[config.mk]
export PLATFORM = sky130hd
export DESIGN_NAME = uart_tx_engine
export DESIGN_NICKNAME = d
export VERILOG_FILES = /design/src/rtl/uart_tx_engine.sv
export SDC_FILE = /design/constraint.sdc
export NUM_CORES = 1
export LEC_CHECK = 0
export CORE_MARGIN = 3
export CORE_UTILIZATION = 55
export DETAILED_ROUTE_END_ITERATION = 8
export GPL_TIMING_DRIVEN = 0
export PLACE_DENSITY = 0.77
export SLEW_MARGIN = 0
export SYNTH_ARGS = -nofsm -noshare
export SYNTH_HDL_FRONTEND = slang
export SYNTH_SLANG_ARGS = --single-unit
[constraint.sdc]
create_clock -name clk -period 2.7 [get_ports clk]
set_clock_uncertainty 0.1 [all_clocks]
set_input_delay 0.54 -clock clk [delete_from_list [all_inputs] [get_ports clk]]
set_output_delay 0.54 -clock clk [all_outputs]
set_load 0.005 [all_outputs]
[src/rtl/uart_tx_engine.sv]
// UART transmit engine: start bit, 8 data bits LSB first, optional parity, 1 or 2 stop bits.
// All outputs are registered; tx_ready/tx_active/tx_done move with the state register.
module uart_tx_engine #(
  parameter int CLKS_PER_BIT = 868,
  parameter bit PARITY_EN    = 1'b0,
  parameter bit PARITY_ODD   = 1'b0,
  parameter int STOP_BITS    = 1
) (
  input  logic       clk,
  input  logic       rst_n,
  input  logic       start_tx,
  input  logic [7:0] data_in,
  output logic       tx_ready,
  output logic       tx_done,
  output logic       tx_active,
  output logic       tx_serial
);

  localparam int              CNT_W    = $clog2(CLKS_PER_BIT);
  localparam logic [CNT_W-1:0] CNT_LAST = CNT_W'(CLKS_PER_BIT - 1);
  localparam logic [CNT_W-1:0] CNT_ONE  = CNT_W'(1);
  localparam logic [2:0]       STOP_LAST = 3'(STOP_BITS - 1);

  typedef enum logic [2:0] {
    S_IDLE,
    S_START,
    S_DATA,
    S_PARITY,
    S_STOP
  } state_t;

  state_t           state;
  logic [CNT_W-1:0] baud_cnt;
  logic [2:0]       bit_idx;
  logic [7:0]       shift_reg;
  logic             parity_bit;
  logic             bit_end;

  assign bit_end = (baud_cnt == CNT_LAST);

  always_ff @(posedge clk or negedge rst_n) begin
    if (!rst_n) begin
      state      <= S_IDLE;
      baud_cnt   <= '0;
      bit_idx    <= '0;
      shift_reg  <= '0;
      parity_bit <= 1'b0;
      tx_serial  <= 1'b1;
      tx_ready   <= 1'b1;
      tx_done    <= 1'b0;
      tx_active  <= 1'b0;
    end else begin
      tx_done <= 1'b0;
      case (state)
        S_IDLE: begin
          if (start_tx) begin
            shift_reg  <= data_in;
            parity_bit <= (^data_in) ^ PARITY_ODD;
            baud_cnt   <= '0;
            bit_idx    <= '0;
            state      <= S_START;
            tx_serial  <= 1'b0;
            tx_ready   <= 1'b0;
            tx_active  <= 1'b1;
          end
        end
        S_START: begin
          if (bit_end) begin
            baud_cnt  <= '0;
            bit_idx   <= '0;
            state     <= S_DATA;
            tx_serial <= shift_reg[0];
          end else begin
            baud_cnt <= baud_cnt + CNT_ONE;
          end
        end
        S_DATA: begin
          if (bit_end) begin
            baud_cnt <= '0;
            if (bit_idx == 3'd7) begin
              bit_idx <= '0;
              if (PARITY_EN) begin
                state     <= S_PARITY;
                tx_serial <= parity_bit;
              end else begin
                state     <= S_STOP;
                tx_serial <= 1'b1;
              end
            end else begin
              bit_idx   <= bit_idx + 3'd1;
              tx_serial <= shift_reg[bit_idx + 3'd1];
            end
          end else begin
            baud_cnt <= baud_cnt + CNT_ONE;
          end
        end
        S_PARITY: begin
          if (bit_end) begin
            baud_cnt  <= '0;
            bit_idx   <= '0;
            state     <= S_STOP;
            tx_serial <= 1'b1;
          end else begin
            baud_cnt <= baud_cnt + CNT_ONE;
          end
        end
        S_STOP: begin
          if (bit_end) begin
            baud_cnt <= '0;
            // bit_idx doubles as the stop-bit counter
            if (bit_idx == STOP_LAST) begin
              bit_idx   <= '0;
              state     <= S_IDLE;
              tx_done   <= 1'b1;
              tx_ready  <= 1'b1;
              tx_active <= 1'b0;
            end else begin
              bit_idx <= bit_idx + 3'd1;
            end
          end else begin
            baud_cnt <= baud_cnt + CNT_ONE;
          end
        end
        default: begin
          state     <= S_IDLE;
          baud_cnt  <= '0;
          bit_idx   <= '0;
          tx_serial <= 1'b1;
          tx_ready  <= 1'b1;
          tx_active <= 1'b0;
        end
      endcase
    end
  end

endmodule

# After elaboration in Yosys (flattened, before gate mapping)
# Cells that the tools add are included.
classes:
  n_addsub: 2
  n_lt_le_gt_ge: 1
  n_eq_ne: 14
  n_mux: 36
  n_bitwise: 2
  n_reduce_logical: 10
ops:
  columns: ["operator", "n"]
  rows:
  - ["$mux 3", 13]
  - ["$mux 10", 2]
  - ["$pmux 10 s2", 1]
  - ["$pmux 3 s5", 1]
  - ["$mux 1", 14]
  - ["$ne 2x2->1 const B", 7]
  - ["$pmux 3 s4", 1]
  - ["$add 10x1->10 const B", 1]
  - ["$eq 10x10->1 const B", 1]
  - ["$reduce_and 4->1", 2]
  - ["$reduce_and 7->1", 1]
  - ["$eq 3x2->1 const B", 2]
  - ["$eq 3x3->1 const B", 2]
  - ["$logic_not 3->1", 2]
  - ["$pmux 1 s3", 2]
  - ["$pmux 1 s5", 1]
  - ["$reduce_and 5->1", 1]
  - ["$lt 3x4->1 const B", 1]
  - ["$reduce_or 4->1", 1]
  - ["$add 3x1->3 const B", 1]
  - ["$bmux 1 s3", 1]
  - ["$eq 3x1->1 const B", 1]
  - ["$reduce_or 3->1", 1]
  - ["$ne 2x1->1 const B", 1]
  - ["3 further kinds", 4]
word_totals:
  register_bits: 28
  in_bits: 11
  word_cells: 73

# Logic depth before layout (Yosys ltp)
depth:
  ltp_word: 6
  depth_mapped: 6
  ltp_nobuf: 6

# Worst setup path after synthesis
# OpenSTA, ideal clock, no wires.
synth_timing:
  path_type: "register to register"
  startpoint: "reg bit_idx[0]"
  endpoint: "reg tx_serial"
  setup_ns: 0.085
  arrival_time_ns: 1.741
  required_time_ns: 2.515
  slack_ns: 0.774
  stages_incl_launch_ff: 7
  path_buffers: 0
  synth_period_minus_slack_ns: 1.926
  path_cell_list: "dfrtp_1 > ha_1 > ha_1 > mux2_2 > or3_1 > nand4_1 > a21oi_1"
synth_between:
  elab_chain_len: 6
  word_cells_on_any_way: 7
synth_rtl:
  columns: ["item", "line", "source"]
  rows:
  - ["start, declared", "34", "logic [2:0] bit_idx;"]
  - ["start signal, assigned", "90", "bit_idx <= bit_idx + 3'd1;"]
  - ["start signal, assigned", "118", "bit_idx <= bit_idx + 3'd1;"]
  - ["$add 3x1->3", "91", "tx_serial <= shift_reg[bit_idx + 3'd1];"]
  - ["$bmux 1 s3", "91", null]
  - ["$mux 1 (not written as such)", "91", null]
  - ["$mux 1 (*)", "80", "if (bit_idx == 3'd7) begin"]
  - ["$mux 1 (*)", "78", "if (bit_end) begin"]
  - ["$pmux 1 s5 (*)", "54", "case (state)"]
  - ["end signal, assigned", "72", "tx_serial <= shift_reg[0];"]
  - ["end signal, assigned", "84", "tx_serial <= parity_bit;"]
  - ["end signal, assigned", "91", null]
  - ["end, declared", "16", "output logic tx_serial"]
# Mark *: on every way between the ends. The rest lies on a longest branch, timed or not. The select of a mux whose other input is x is not followed.
# A chain may end at the register's enable or synchronous reset.

# Final worst setup path
# Ends and elaborated chain as after synthesis.

==> results.cfg <==
[die]
die_width_um = 59.1
start_util = 0.603
core_region_area_um2 = 2570
ioPinCount = 15
std_cell_rows = 18
die_area_um2 = 3490
die-height_um = 59.1

[global_route]
grt_use_total = 0.177
first_pass_grt_wire_length_mm = 4.82
number_of_global_route_vias_before_repair = 1168
antenna_found_initial = 0
grt.overflow.total = 0
pin_count_of_the_biggest_net_entering_global_routing = 29

[sta]
timing.fmax_mhz = 479
final_count_of_hold_timing_violations = 0
timing_max_transition_violations_final = 0
period_utilization_post_route = 0.774
worst_slew_margin_rel = 0.198
fin_tns_setup_ns = 0
grt_setup_unrepaired = no
worstMarginPinSlew_ns = 1.20
final_period_minus_worst_setup_slack_ns = 2.09
final_setup_viols = 0

[detailed_routing]
routed.top_layer = met4
via_per_inst = 5.88
drc = 0
route.vias.total = 1134
routedWlPerCell_um = 14.3
routed-wl-met2_mm = 1.36
first_pass_iters = 4
ant_nets = 0
route.final.wire_length_mm = 2.76
drt-initial-drc-count = 42
wl_met1_mm = 1.26
met3RoutedLength_um = 94

[synth]
postSynthRegisterBits = 28
synth_nets = 160
postSynth.asyncResetShare = 1.00
synth_top_flop_cell = sky130_fd_sc_hd__dfrtp_1
avgSynthCellArea_um2 = 10.7
synth.yosys.seq_area_share = 0.454
yosys_warnings = 0
synth_cell_type_count = 40
synth_enable_flop_cells = 0
synthCells = 145
synth_area_um2 = 1550

[worst_setup_path]
critical_path.endpoint_type = register
start_kind = register
worstPathMaxFanout = 6
delay_of_the_slowest_critical_path_stage_ns = 0.46
reg2reg_setup_slack_ns = 0.61
crit_buf_inv = 0
required_ns = 2.87
timing.critical_path.max_delay_family = adder cells
category_of_the_most_critical_setup_path = register to register
r2r_start = bit_idx[0]
worst_path_max_delay_cell = sky130_fd_sc_hd__dfrtp_1
cpMostUsedCell = sky130_fd_sc_hd__ha_1
ff2ff_path_depth = 6
timing.critical_path.cells = ha_1 > ha_1 > mux2_2 > or3_1 > nand4_1 > a21oi_1
reg2reg_to = tx_serial
worstPathArrival_ns = 2.25

[cts]
clkLatencyLatePin_ns = 0.32
cts.clk_slew.worst_paths_ns = 0.14
clock_tree.root_cell = sky130_fd_sc_hd__clkbuf_4
clkSinkCount = 28
cts_made_buffers = 3
post_cts_hold_buffer_count = 0
cts-resized-gates = 0
cts_htree_levels = 1
post-cts-setup-buffers = 0
clock_tree.buffer_depth = 2
tritoncts = done

[power]
irDropWorstVdd_mv = 0.410
power.leakage_nw = 0.718
power.density_nw_per_um2 = 427

[finish]
layout-area-overhead-vs-synth_pct = 13.2
multi_input_area_um2 = 781
antenna_cells_inserted = 0
fillCellCount = 215
drive_above_1_share = 0.153
fin_nets = 179
ff_latch_area_um2 = 703
final_core_util = 0.683
largest_reg_flops = 10

[run_status]
result_of_the_run = finished, final reports clean

[min_path]
cells_on_worst_hold_path = 2
beginning_of_the_worst_hold_path = tx_ready
timing.hold.worst_endpoint = tx_ready
timing.hold.worst.class = register to register

[placement]
port_buffers = 14
finalWeightedCongestion = 0.819
dp.final_hpwl_mm = 2.11

[run]
max_cap_viol_count = 0
where the power goes:
part           total (mW)  internal (mW)  switching [mW]
registers           0.487          0.452          0.0348
logic              0.0877         0.0507          0.0371
clock network       0.174         0.0580           0.116
cell usage in the layout, fill, tap and decap left out, types with 2 or more instances in the layout:
cell and instances:
sky130_fd_sc_hd__clkbuf_4 3, sky130_fd_sc_hd__xnor2_1 7, sky130_fd_sc_hd__dfstp_2 2, sky130_fd_sc_hd__nand4_1 4, sky130_fd_sc_hd__a21oi_1 7, sky130_fd_sc_hd__nand2b_1 4, sky130_fd_sc_hd__nor4b_1 3, sky130_fd_sc_hd__buf_6 3
sky130_fd_sc_hd__nand2_1 4, sky130_fd_sc_hd__nand3_1 6, sky130_fd_sc_hd__mux2_4 2, sky130_fd_sc_hd__nor3_1 9, sky130_fd_sc_hd__mux2i_1 2, sky130_fd_sc_hd__dfrtp_1 26, sky130_fd_sc_hd__clkdlybuf4s50_1 14, sky130_fd_sc_hd__mux2_2 11
sky130_fd_sc_hd__a22oi_1 2, sky130_fd_sc_hd__ha_1 4, sky130_fd_sc_hd__a31oi_1 2, sky130_fd_sc_hd__inv_1 5, sky130_fd_sc_hd__nor2_1 17, sky130_fd_sc_hd__nor3b_1 3, sky130_fd_sc_hd__clkbuf_1 3, sky130_fd_sc_hd__o21ai_0 2
layout make-up:
cell class,count,share of cell area
Timing Repair Buffer,14,0.0799
Sequential cell,28,0.401
Clock buffer,4,0.0150
Tap cell,30,0.0214
Buffer,6,0.0264
Inverter,5,0.0107
Multi-Input combinational cell,106,0.445
Yosys cell counts (2+ instances only):
cell / number / area [µm²]
sky130_fd_sc_hd__mux2i_1: 2 / 20.0
sky130_fd_sc_hd__dfstp_2: 2 / 52.6
sky130_fd_sc_hd__nand2_1: 4 / 15.0
sky130_fd_sc_hd__nor3_1: 9 / 45.0
sky130_fd_sc_hd__nor4b_1: 3 / 26.3
sky130_fd_sc_hd__mux2_4: 2 / 30.0
sky130_fd_sc_hd__a22oi_1: 2 / 15.0
sky130_fd_sc_hd__mux2_2: 11 / 124
sky130_fd_sc_hd__buf_6: 3 / 33.8
sky130_fd_sc_hd__xnor2_1: 7 / 61.3
sky130_fd_sc_hd__nand3_1: 6 / 30.0
sky130_fd_sc_hd__nand4_1: 4 / 25.0
sky130_fd_sc_hd__inv_1: 5 / 18.8
sky130_fd_sc_hd__ha_1: 4 / 50.1
sky130_fd_sc_hd__nand2b_1: 4 / 25.0
sky130_fd_sc_hd__a31oi_1: 2 / 12.5
sky130_fd_sc_hd__clkbuf_1: 2 / 7.51
sky130_fd_sc_hd__o21ai_0: 2 / 10.0
sky130_fd_sc_hd__nor2_1: 17 / 63.8
sky130_fd_sc_hd__dfrtp_1: 26 / 651
sky130_fd_sc_hd__nor3b_1: 3 / 22.5
sky130_fd_sc_hd__a21oi_1: 7 / 35.0
through the flow:
step | hold WS [ns] | cell area, µm² | power [mW] | setup WS, ns | instances
2_1_floorplan | 0.144 | 1550 | 0.543 | 0.774 | 145
3_3_place_gp | 0.361 | 1730 | 0.577 | 0.351 | 189
3_5_place_dp | 0.369 | 1730 | 0.585 | 0.319 | 189
4_1_cts | 0.389 | 1750 | 0.758 | 0.606 | 193
5_1_grt | 0.424 | 1750 | 0.787 | 0.523 | 193
6_report | 0.386 | 1750 | 0.749 | 0.611 | 193
cell families (layout without fill, tap and decap cells):
group | after synthesis | count (layout) | synth area share
buffers and inverters | 11 | 29 | 0.0420
adder cells (fa/ha/maj) | 4 | 4 | 0.0323
flip-flops | 28 | 28 | 0.454
multiplexers | 15 | 15 | 0.112
AND/OR/NAND/NOR | 58 | 58 | 0.225
XOR/XNOR | 8 | 8 | 0.0452
AO/OA/AOI/OAI | 21 | 21 | 0.0889
worst max path at each step:
stage                     slack [ns]  depth (start not counted)           end        from
after global routing            0.52                          6     tx_serial  bit_idx[0]
after floorplan                 0.77                          6     tx_serial  bit_idx[0]
after global placement          0.35                          3  shift_reg[1]    start_tx
after detailed placement        0.32                          3  shift_reg[2]    start_tx
after CTS                       0.61                          6     tx_serial  bit_idx[0]
final                           0.61                          6     tx_serial  bit_idx[0]
layer usage:
layer | vias to the layer above | global-route usage
li1 | 558 | -
met1 | 551 | 0.214
met2 | 20 | 0.317
met3 | 5 | 0.0196
met4 | 0 | 0.0744
met5 | - | 0
worst register-to-register path, cell delays in order, from the launching register on:
cell	delay, ns
sky130_fd_sc_hd__dfrtp_1	0.46
sky130_fd_sc_hd__ha_1	0.22
sky130_fd_sc_hd__ha_1	0.41
sky130_fd_sc_hd__mux2_2	0.36
sky130_fd_sc_hd__or3_1	0.31
sky130_fd_sc_hd__nand4_1	0.11
sky130_fd_sc_hd__a21oi_1	0.07
(Power assumes the default switching activity.)
